[config.mk]
export PLATFORM = sky130hd
export DESIGN_NAME = fetch_unit
export DESIGN_NICKNAME = d
export VERILOG_FILES = /design/src/rtl/fetch_pkg.sv /design/src/rtl/fetch_unit.sv
export SDC_FILE = /design/constraint.sdc
export NUM_CORES = 1
export LEC_CHECK = 0
export CAP_MARGIN = 10
export CELL_PAD_IN_SITES_DETAIL_PLACEMENT = 1
export CELL_PAD_IN_SITES_GLOBAL_PLACEMENT = 1
export CORE_ASPECT_RATIO = 1.1
export CORE_MARGIN = 2
export CORE_UTILIZATION = 26
export DETAILED_ROUTE_END_ITERATION = 16
export DONT_BUFFER_PORTS = 1
export MAX_ROUTING_LAYER = met4
export PLACE_DENSITY_LB_ADDON = 0.2
export SYNTH_ARGS = -nofsm -noshare
export SYNTH_HDL_FRONTEND = slang
export SYNTH_SLANG_ARGS = --single-unit
[constraint.sdc]
create_clock -name clk -period 5.7 [get_ports clk]
set_input_delay 0.57 -clock clk [delete_from_list [all_inputs] [get_ports clk]]
set_output_delay 0.57 -clock clk [all_outputs]
set_load 0.01 [all_outputs]
[src/rtl/fetch_pkg.sv]
// rtl/fetch_pkg.sv - shared types and constants for the instruction fetch unit
package fetch_pkg;

  localparam int XLEN        = 32;
  localparam int INSTR_BYTES = 4;

  localparam logic [XLEN-1:0] DEFAULT_RESET_PC = 32'h0000_0000;

  typedef enum logic [1:0] {
    IDLE = 2'd0,
    RUN  = 2'd1,
    HALT = 2'd2
  } fetch_state_e;

  // Instruction addresses must land on a word boundary.
  function automatic logic is_aligned(input logic [XLEN-1:0] addr);
    return (addr[1:0] == 2'b00);
  endfunction

endpackage

[src/rtl/fetch_unit.sv]
// rtl/fetch_unit.sv - single-issue instruction fetch with output slot, stall, redirect and halt
module fetch_unit
  import fetch_pkg::*;
#(
  parameter logic [XLEN-1:0] RESET_PC   = DEFAULT_RESET_PC,
  parameter int              IMEM_WORDS = 16
) (
  input  logic            clk,
  input  logic            rst_n,
  input  logic            start,
  output logic [XLEN-1:0] imem_addr,
  input  logic [XLEN-1:0] imem_data,
  input  logic            redirect_valid,
  input  logic [XLEN-1:0] redirect_pc,
  output logic            out_valid,
  input  logic            out_ready,
  output logic [XLEN-1:0] out_instr,
  output logic [XLEN-1:0] out_pc,
  output logic            halted,
  output logic            misalign_err,
  output logic [XLEN-1:0] fetch_count
);

  // First byte address past the end of instruction memory.
  localparam logic [XLEN-1:0] FETCH_LIMIT = XLEN'(IMEM_WORDS * INSTR_BYTES);
  localparam logic [XLEN-1:0] PC_STEP     = XLEN'(INSTR_BYTES);

  fetch_state_e    state;
  logic [XLEN-1:0] pc;

  logic accept;
  logic slot_free;
  logic in_range;
  logic target_ok;

  // The memory is combinational, so the PC register drives it directly.
  assign imem_addr = pc;

  // Handshake and load-qualification terms shared by the sequential block.
  always_comb begin
    accept    = out_valid && out_ready;
    slot_free = !out_valid || out_ready;
    in_range  = (pc < FETCH_LIMIT);
    target_ok = is_aligned(redirect_pc);
  end

  // FSM, PC register, output slot, sticky error flag and handshake counter.
  always_ff @(posedge clk) begin
    if (!rst_n) begin
      state        <= IDLE;
      pc           <= RESET_PC;
      out_valid    <= 1'b0;
      out_instr    <= '0;
      out_pc       <= '0;
      halted       <= 1'b0;
      misalign_err <= 1'b0;
      fetch_count  <= '0;
    end else begin
      // Every accepted handshake counts, including one coinciding with a flush.
      if (accept) begin
        fetch_count <= fetch_count + 32'd1;
      end

      case (state)
        IDLE: begin
          // Redirect while idle only repositions the PC; nothing is fetched yet.
          if (redirect_valid) begin
            pc <= redirect_pc;
          end
          if (start) begin
            state <= RUN;
          end
        end

        RUN, HALT: begin
          if (redirect_valid) begin
            // Redirect outranks load and stall; the slot is flushed either way.
            out_valid <= 1'b0;
            if (target_ok) begin
              pc     <= redirect_pc;
              state  <= RUN;
              halted <= 1'b0;
            end else begin
              misalign_err <= 1'b1;
              state        <= HALT;
              halted       <= 1'b1;
            end
          end else if (state == RUN) begin
            if (slot_free) begin
              if (in_range) begin
                out_instr <= imem_data;
                out_pc    <= pc;
                out_valid <= 1'b1;
                pc        <= pc + PC_STEP;
              end else begin
                // Ran off the end of memory: last word drained, stop fetching.
                out_valid <= 1'b0;
                state     <= HALT;
                halted    <= 1'b1;
              end
            end
            // Otherwise decode is stalling: hold pc and the output slot.
          end else begin
            // Halted: let a pending instruction drain, then empty the slot.
            if (accept) begin
              out_valid <= 1'b0;
            end
          end
        end

        default: begin
          state  <= IDLE;
          halted <= 1'b0;
        end
      endcase
    end
  end

endmodule

======== After elaboration in Yosys (flattened, before gate mapping) ========
Index checks and enable logic that the tools add are counted.
cells by class
  add/subtract/negate cells ............... 2
  reductions and logical operators ........ 14
  equality and inequality tests ........... 10
  bitwise operators ....................... 3
  order comparisons ....................... 1
  multiplexer cells ....................... 25
operator list
  cell                   number
  $mux 32                6
  $pmux 32 s2            1
  $add 32x1->32 const B  1
  $add 32x3->32 const B  1
  $lt 32x7->1 const B    1
  $ne 3x3->1 const B     6
  $mux 2                 6
  $mux 1                 10
  $reduce_and 4->1       2
  $reduce_and 3->1       2
  $reduce_and 6->1       1
  $reduce_and 5->1       1
  $logic_not 2->1        2
  $ne 2x2->1 const B     2
  $pmux 2 s2             1
  $not 1->1              3
  $reduce_bool 3->1      1
  $eq 2x1->1 const B     1
  $eq 2x2->1 const B     1
  $pmux 1 s2             1
  $reduce_bool 2->1      1
  $reduce_or 2->1        1
  $logic_and 1x1->1      1
  $logic_not 1->1        1
  $logic_or 1x1->1       1
word-level totals
  logic and storage cells ................. 63
  output and inout port bits .............. 131
  register bits ........................... 133

======== Longest topological paths before layout ========
Gate-level depths: netlist (run 1).
  depth after elaboration ................. 6
  gate-level depth with buffers ........... 9
  gate-level depth less buffers ........... 7

======== Least setup slack after synthesis (run 1) ========
Ideal clock, no wire load.
  path type ............................... reg-to-reg
  from .................................... reg state[0]
  to ...................................... reg pc[31], in the netlist imem_addr[31]
  path slack .............................. 3,327 ps
  arrival ................................. 2,287 ps
  period minus slack after synthesis ...... 2,373 ps
  cell stages (with the launch flop) ...... 8
  path buffers ............................ 0
  path through ............................ dfxtp_1 inv_1 ha_1 nand2b_4 or3_4 or3_1 or4_1 a221oi_2
between the ends
  longest elaborated chain between the ends .. 4
  elaborated cells between the ends (all ways) .. 12
  classes of those cells .................. eq/ne (7); mux (1); reduce/logical (4)
ends and longest elaborated chain
  element                                                           line                                text
  start: declaration                                                fetch_unit.sv:28                    fetch_state_e state;
  start signal: assignment                                          fetch_unit.sv:50                    state <= IDLE;
  start signal: assignment                                          fetch_unit.sv:71                    state <= RUN;
  start signal: assignment                                          fetch_unit.sv:81                    state <= RUN;
  $eq 2x1->1 / $eq 2x2->1 (equally long branches)                   fetch_unit.sv:64, fetch_unit.sv:88
  $reduce_or 2->1                                                   fetch_unit.sv:64                    case (state)
  $ne 3x3->1 (no line) / $reduce_bool 2->1 (equally long branches)  --
  $reduce_and 6->1 (no line)                                        --
  end signal: assignment                                            fetch_unit.sv:68                    pc <= redirect_pc;
  end signal: assignment                                            fetch_unit.sv:80                    pc <= redirect_pc;
  end signal: assignment                                            fetch_unit.sv:94                    pc <= pc + PC_STEP;
  end: declaration                                                  fetch_unit.sv:29                    logic [XLEN-1:0] pc;
Several ways; a longest one is shown, not always the timed one.
A chain may end at the register's enable or synchronous reset.

======== Worst setup path in the final report (run 1) ========
  from .................................... reg state[0]
  to ...................................... reg pc[27], in the netlist imem_addr[27]
Same word-level chain as after synthesis.

==> flow_summary.yaml, run 1 <==
global_route:
  met1_usage_pct: 19.1
  grt_antenna_before_repair: 1
  grt_pass1_vias: 4793
  grt.busiest_layer: "met2"
  grt_start_max_net_pins: 65
  gr-total-overflow: 0
  grt_use_met3_pct: 6.16
  met2_usage_pct: 25.0
  grt_pass1_wl_microns: 27100
  grt_usage_pct: 16.1
timing:
  period_minus_slack_ps: 3160
  hold_ws_ps: 295
  drv_slew: 0
  tightest_slew_ps: 1130
  tns_ps: 0
  rsz0062_at_grt: "false"
  period_share_pct: 55.5
  setup_viol: 0
  final-hold-violation-count: 0
  max_freq_mhz: 316
  skew_ps: 6.84
  relSlewSlack_pct: 24.7
die:
  dieArea_sq_um: 22000
  die_y_microns: 155
  core_sq_um: 20500
  ioPinCount: 200
  start_util_pct: 26.4
  rows: 55
  die-width_microns: 141
worst_hold_path:
  holdCritPathClass: "primary input to flip-flop"
  hold_start: "imem_data[21]"
detailed_routing:
  routedWlPerCell_microns: 19.1
  detail-route-antenna-nets: 0
  viasPerCell: 5.19
  totalWireLength_microns: 17100
  firstDrtPassIters: 6
  drcViolationCount: 0
  dr.first_iter.drc_count: 252
  vias: 4639
power:
  p_total_w: 0.00286
  peakVddDrop_mv: 0.204
  power_density_nw_per_um2: 458
  leakagePower_nw: 2.19
critical_path:
  cp_top_family: "compound AO/OA/AOI/OAI gates"
  r2r-start: "state[0]$_SDFFE_PN0P_"
  worstPathArrival_ps: 3470
  cp.required_ps: 6000
  end_kind: "flip-flop"
  crit_buf_inv: 1
  crit_fanout: 24
  slowest_stage: "o21ai_2"
  slowest_delay_ps: 790
  critical_path_class: "flip-flop to flip-flop"
  crit_chain: "inv_1 > ha_1 > and2b_1 > o21ai_2 > o31ai_2 > and2_1 > o221a_2"
  ff2ff_setup_slack_ps: 2540
  critical_path.startpoint: "state[0]$_SDFFE_PN0P_"
  startpoint_type: "flip-flop"
synthesis:
  yosysMostFrequentCell: "nand2_1"
  synth_cell_type_count: 52
  syn-num-nets: 716
  postSynthAreaPerCell_sq_um: 8.42
  synth_area_leaders: "dfxtp_1 49%, nand2_1 9.4%, a21oi_1 5.7%, and3_1 3.4%, nor2_1 2.6%"
  synth_top_area_share_pct: 49.3
  synth-edff-count: 0
  yosysTopAreaCell: "dfxtp_1"
  postSynth.asyncResetShare_pct: 0
  ys_ff_latch: 133
  synth-main-ff-cell: "dfxtp_1"
  netlist_instances: 642
  ys_warn_count: 0
  ys_seq_area_share_pct: 49.3
  synth_common_cells: "135 x nand2_1, 133 x dfxtp_1, 62 x a21oi_1"
  syn_area_sq_um: 5410
clocking:
  clkTransAtPathRegs_ps: 60
  numCtsBuffers: 17
  holdBufCountCts: 0
  cts_max_path_buffers: 2
  clkLatencyLatePin_ps: 410
  cts-root-buf: "clkbuf_16"
  post_cts_buffers: 0
  cts_tree: "yes"
  htreeDepth: 4
  clock-sinks: 133
  cts_resized: 0
placed_design:
  place_congestion: 0.810
  portBuffers: 0
  dpl.hpwl_microns: 12000
  placed_area_sq_um: 5610
layout:
  drive_above_1_share_pct: 7.23
  register_area_sq_um: 2660
  final_cell_area_sq_um: 6250
  multi_input_area_sq_um: 2570
  nFillCells: 2385
  fin_nets: 698
  fin_util_pct: 30.5
  areaGrowthSynthToFinish_pct: 15.6
job:
  maxCapViolations: 0
run_status:
  status: "completed"
==> where the power goes <==
group | switching [W] | internal (W)
Combinational | 0.000338 | 0.000164
Sequential | 0.000165 | 0.00101
Clock | 0.000426 | 0.000755
Total | 0.000929 | 0.00193
==> cells by family after synthesis <==
logic type                 after synthesis  share of synthesized area, %
and+or+nand+nor                        311                          28.2
adders and majority gates                5                          1.16
muxes                                    8                          1.48
xor gates and xnor gates                25                          4.05
AOI/OAI and AO/OA                      112                          12.4
buffers and inverters                   48                          3.40
DFF                                    133                          49.3
==> state kept, by name (all words and copies together) (netlist names) <==
name / count
fetch_count: 32
misalign_err: 1
halted: 1
out_pc: 32
out_valid: 1
imem_addr: 32
state: 2
out_instr: 32
==> through the flow <==
stage	worst slack [ps]	instances
4_1_cts	2280	892
3_3_place_gp	2460	861
5_1_grt	2190	893
3_5_place_dp	2280	861
6_report	2540	893
2_1_floorplan	3330	642
==> path summary, 6_finish.rpt <==
path,to,depth (start not counted)
setup / recovery,imem_addr[27]$_SDFFE_PN0P_,7
hold / removal,out_instr[21]$_SDFFE_PN0P_,2
setup reg to reg,imem_addr[27]$_SDFFE_PN0P_,7
hold reg to reg,out_instr[2]$_SDFFE_PN0P_,2
==> per-layer routing <==
layer	up-vias	part of all wire, %
met5	-	0
met4	0	1.8
met3	20	8.5
met2	157	47
met1	2235	42
li1	2227	-
==> cell usage in the layout, fill, tap and decap left out, types with 10 or more instances in the layout <==
cell type	Yosys	final
a21oi_1	62	62
and3_1	29	29
clkbuf_16	0	17
dfxtp_1	133	133
nand2_1	135	135
nand3_1	25	25
nand4_1	20	20
nor2_1	37	37
nor4_1	18	17
o21ai_0	17	17
xnor2_1	10	10
xor2_1	15	15
==> cell type report <==
type,count,share of cell area [%]
sequential,133,42.6
multi-input combinational,461,41.2
clock buffer,20,7.31
tap,256,5.13
clock inverter,11,2.82
inverter,8,0.481
timing repair buffer,3,0.361
antenna,1,0.0401
==> worst reg2reg max path, cell delays in order, from the launching register on <==
cell and delay [ps]:
dfxtp_1 380, inv_1 60, ha_1 430, and2b_1 250, o21ai_2 790, o31ai_2 400
and2_1 400, o221a_2 340
(Power assumes the default switching activity.)
==> inputs of run 2 (changes only) <==
Settings changed: ABC_AREA set to 1.
Clock period 5.7 ns to 3.25 ns, I/O delays scaled along.
==> flow_summary.yaml, run 2 <==
synthesis:
  ys_seq_area_share_pct: 39.3
  synth_top_area_share_pct: 39.3
  synth-main-ff-cell: "dfxtp_1"
  synth_common_cells: "253 x nand2_1, 133 x dfxtp_1, 127 x inv_1"
  postSynthAreaPerCell_sq_um: 6.73
  ys_ff_latch: 133
  netlist_instances: 1008
  postSynth.asyncResetShare_pct: 0
  synth_cell_type_count: 43
  yosysTopAreaCell: "dfxtp_1"
  ys_warn_count: 0
  syn-num-nets: 1082
  synth-edff-count: 0
  yosysMostFrequentCell: "nand2_1"
  synth_area_leaders: "dfxtp_1 39%, nand2_1 14%, inv_1 7.0%, nor2_1 6.8%, a21oi_1 5.1%"
  syn_area_sq_um: 6780
layout:
  n_antenna_cell: 0
  nFillCells: 3232
  mostFrequentLayoutCells: "253 x nand2_1, 133 x dfxtp_1, 126 x inv_1"
  drive_above_1_share_pct: 10.1
  areaGrowthSynthToFinish_pct: 14.0
  fin_nets: 1073
  final_common_cell: "nand2_1"
  register_area_sq_um: 2660
  multi_input_area_sq_um: 3390
detailed_routing:
  viasPerCell: 4.60
  routedWlPerCell_microns: 16.3
  firstDrtPassIters: 4
  detail-route-antenna-nets: 0
  totalWireLength_microns: 22200
  vias: 6242
  dr.first_iter.drc_count: 204
  drcViolationCount: 0
global_route:
  grt_start_max_net_pins: 58
  grt_pass1_wl_microns: 34800
  grt_pass1_vias: 6390
  grt_usage_pct: 16.8
  gr-total-overflow: 0
  grt_antenna_before_repair: 0
critical_path:
  ff2ff_path_depth: 10
  ff2ff_setup_slack_ps: 820
  r2r-end: "imem_addr[20]$_SDFFE_PN0P_"
  end_kind: "flip-flop"
  r2r-start: "state[0]$_SDFFE_PN0P_"
  cp.required_ps: 3540
  critical_path.startpoint: "state[0]$_SDFFE_PN0P_"
  crit_fanout: 23
  startpoint_type: "flip-flop"
  critical_path_class: "flip-flop to flip-flop"
  crit_end: "imem_addr[20]$_SDFFE_PN0P_"
  worstPathArrival_ps: 2730
power:
  power_density_nw_per_um2: 726
  peakVddDrop_mv: 0.279
  leakagePower_nw: 2.84
  p_total_w: 0.00561
clocking:
  clkTransAtPathRegs_ps: 70
  cts_tree: "yes"
  cts-root-buf: "clkbuf_16"
  clkLatencyLatePin_ps: 430
  post_cts_buffers: 0
  htreeDepth: 4
  clock-sinks: 133
  numCtsBuffers: 17
  cts_max_path_buffers: 2
die:
  start_util_pct: 26.6
  dieArea_sq_um: 27400
  ioPinCount: 200
  core_sq_um: 25500
  rows: 61
  die_y_microns: 173
  die-width_microns: 158
timing:
  max_freq_mhz: 411
  rsz0062_at_grt: "false"
  final-hold-violation-count: 0
  tns_ps: 0
  relSlewSlack_pct: 53.4
  drv_slew: 0
  skew_ps: 13.4
  tightest_slew_ps: 698
  period_share_pct: 74.8
  setup_viol: 0
  period_minus_slack_ps: 2430
job:
  maxCapViolations: 0
placed_design:
  portBuffers: 0
  place_congestion: 0.809
  dpl.hpwl_microns: 16500
run_status:
  status: "completed"
worst_hold_path:
  worstHoldPathCells: 1
  holdCritPathClass: "primary input to flip-flop"
[run 2: per-layer routing]
metal  vias to the layer above  GRT usage, %  routed length [microns]
met5                         -             -                        0
met4                         0          4.24                      246
met3                        13          5.45                     1480
met2                       127          29.1                    11200
met1                      2927          18.5                     9290
li1                       3175             -                        -
[run 2: layout make-up]
class	count	area share [%]
Clock inverter	14	1.70
Multi-Input combinational cell	692	43.9
Clock buffer	18	5.68
Inverter	143	6.98
Sequential cell	133	34.5
Tap cell	346	5.60
Timing Repair Buffer	12	1.65
[run 2: metrics by stage]
step / util [%] / area, sq um / setup WS (ps) / std cells / hold slack, ps
2_1_floorplan: - / 6780 / 1600 / 1008 / 449
3_3_place_gp: 27.9 / 7110 / 807 / 1321 / 449
3_5_place_dp: 27.9 / 7110 / 759 / 1321 / 453
4_1_cts: 30.2 / 7710 / 762 / 1356 / 1.99
5_1_grt: 30.3 / 7730 / 533 / 1358 / 0.319
6_report: 30.3 / 7730 / 817 / 1358 / 26.2
[run 2: kinds of logic after synthesis]
family          after synthesis  synth area share, %
fa+ha+maj                     5                0.923
flops                       133                 39.3
buf+inv                     183                 10.8
simple gates                501                 31.4
xor+xnor                     17                 2.20
compound gates              169                 15.4
[run 2: worst min path at each step]
stage	from	to	slack, ps
after global routing	imem_data[11]	out_instr[11]$_SDFFE_PN0P_	0.3
after global placement	imem_data[3]	out_instr[3]$_SDFFE_PN0P_	450
after floorplan	imem_data[13]	out_instr[13]$_SDFFE_PN0P_	450
after CTS	rst_n	imem_addr[16]$_SDFFE_PN0P_	2
after detailed placement	imem_data[21]	out_instr[21]$_SDFFE_PN0P_	450
final	imem_data[11]	out_instr[11]$_SDFFE_PN0P_	30
[run 2: where the power goes]
part | total (W) | internal (W) | switching, W
combinational | 0.00141 | 0.000471 | 0.000938
clock | 0.00190 | 0.00103 | 0.000865
sequential | 0.00230 | 0.00183 | 0.000467
[run 2: worst max-delay path, cell delays in order (launching register included)]
cell,delay [ps]
dfxtp_1,370
inv_1,60
ha_1,350
nand3_1,110
o21ai_1,130
a21oi_2,40
buf_4,190
nand2_2,420
clkinv_2,390
nand2_1,150
a21oi_1,70
[run 2: what timing repair did]
action	CTS	global route
setup endpoints to repair	0	0
endpoints found under the hold margin	3	2
resized for setup	0	0
hold buffers	3	2
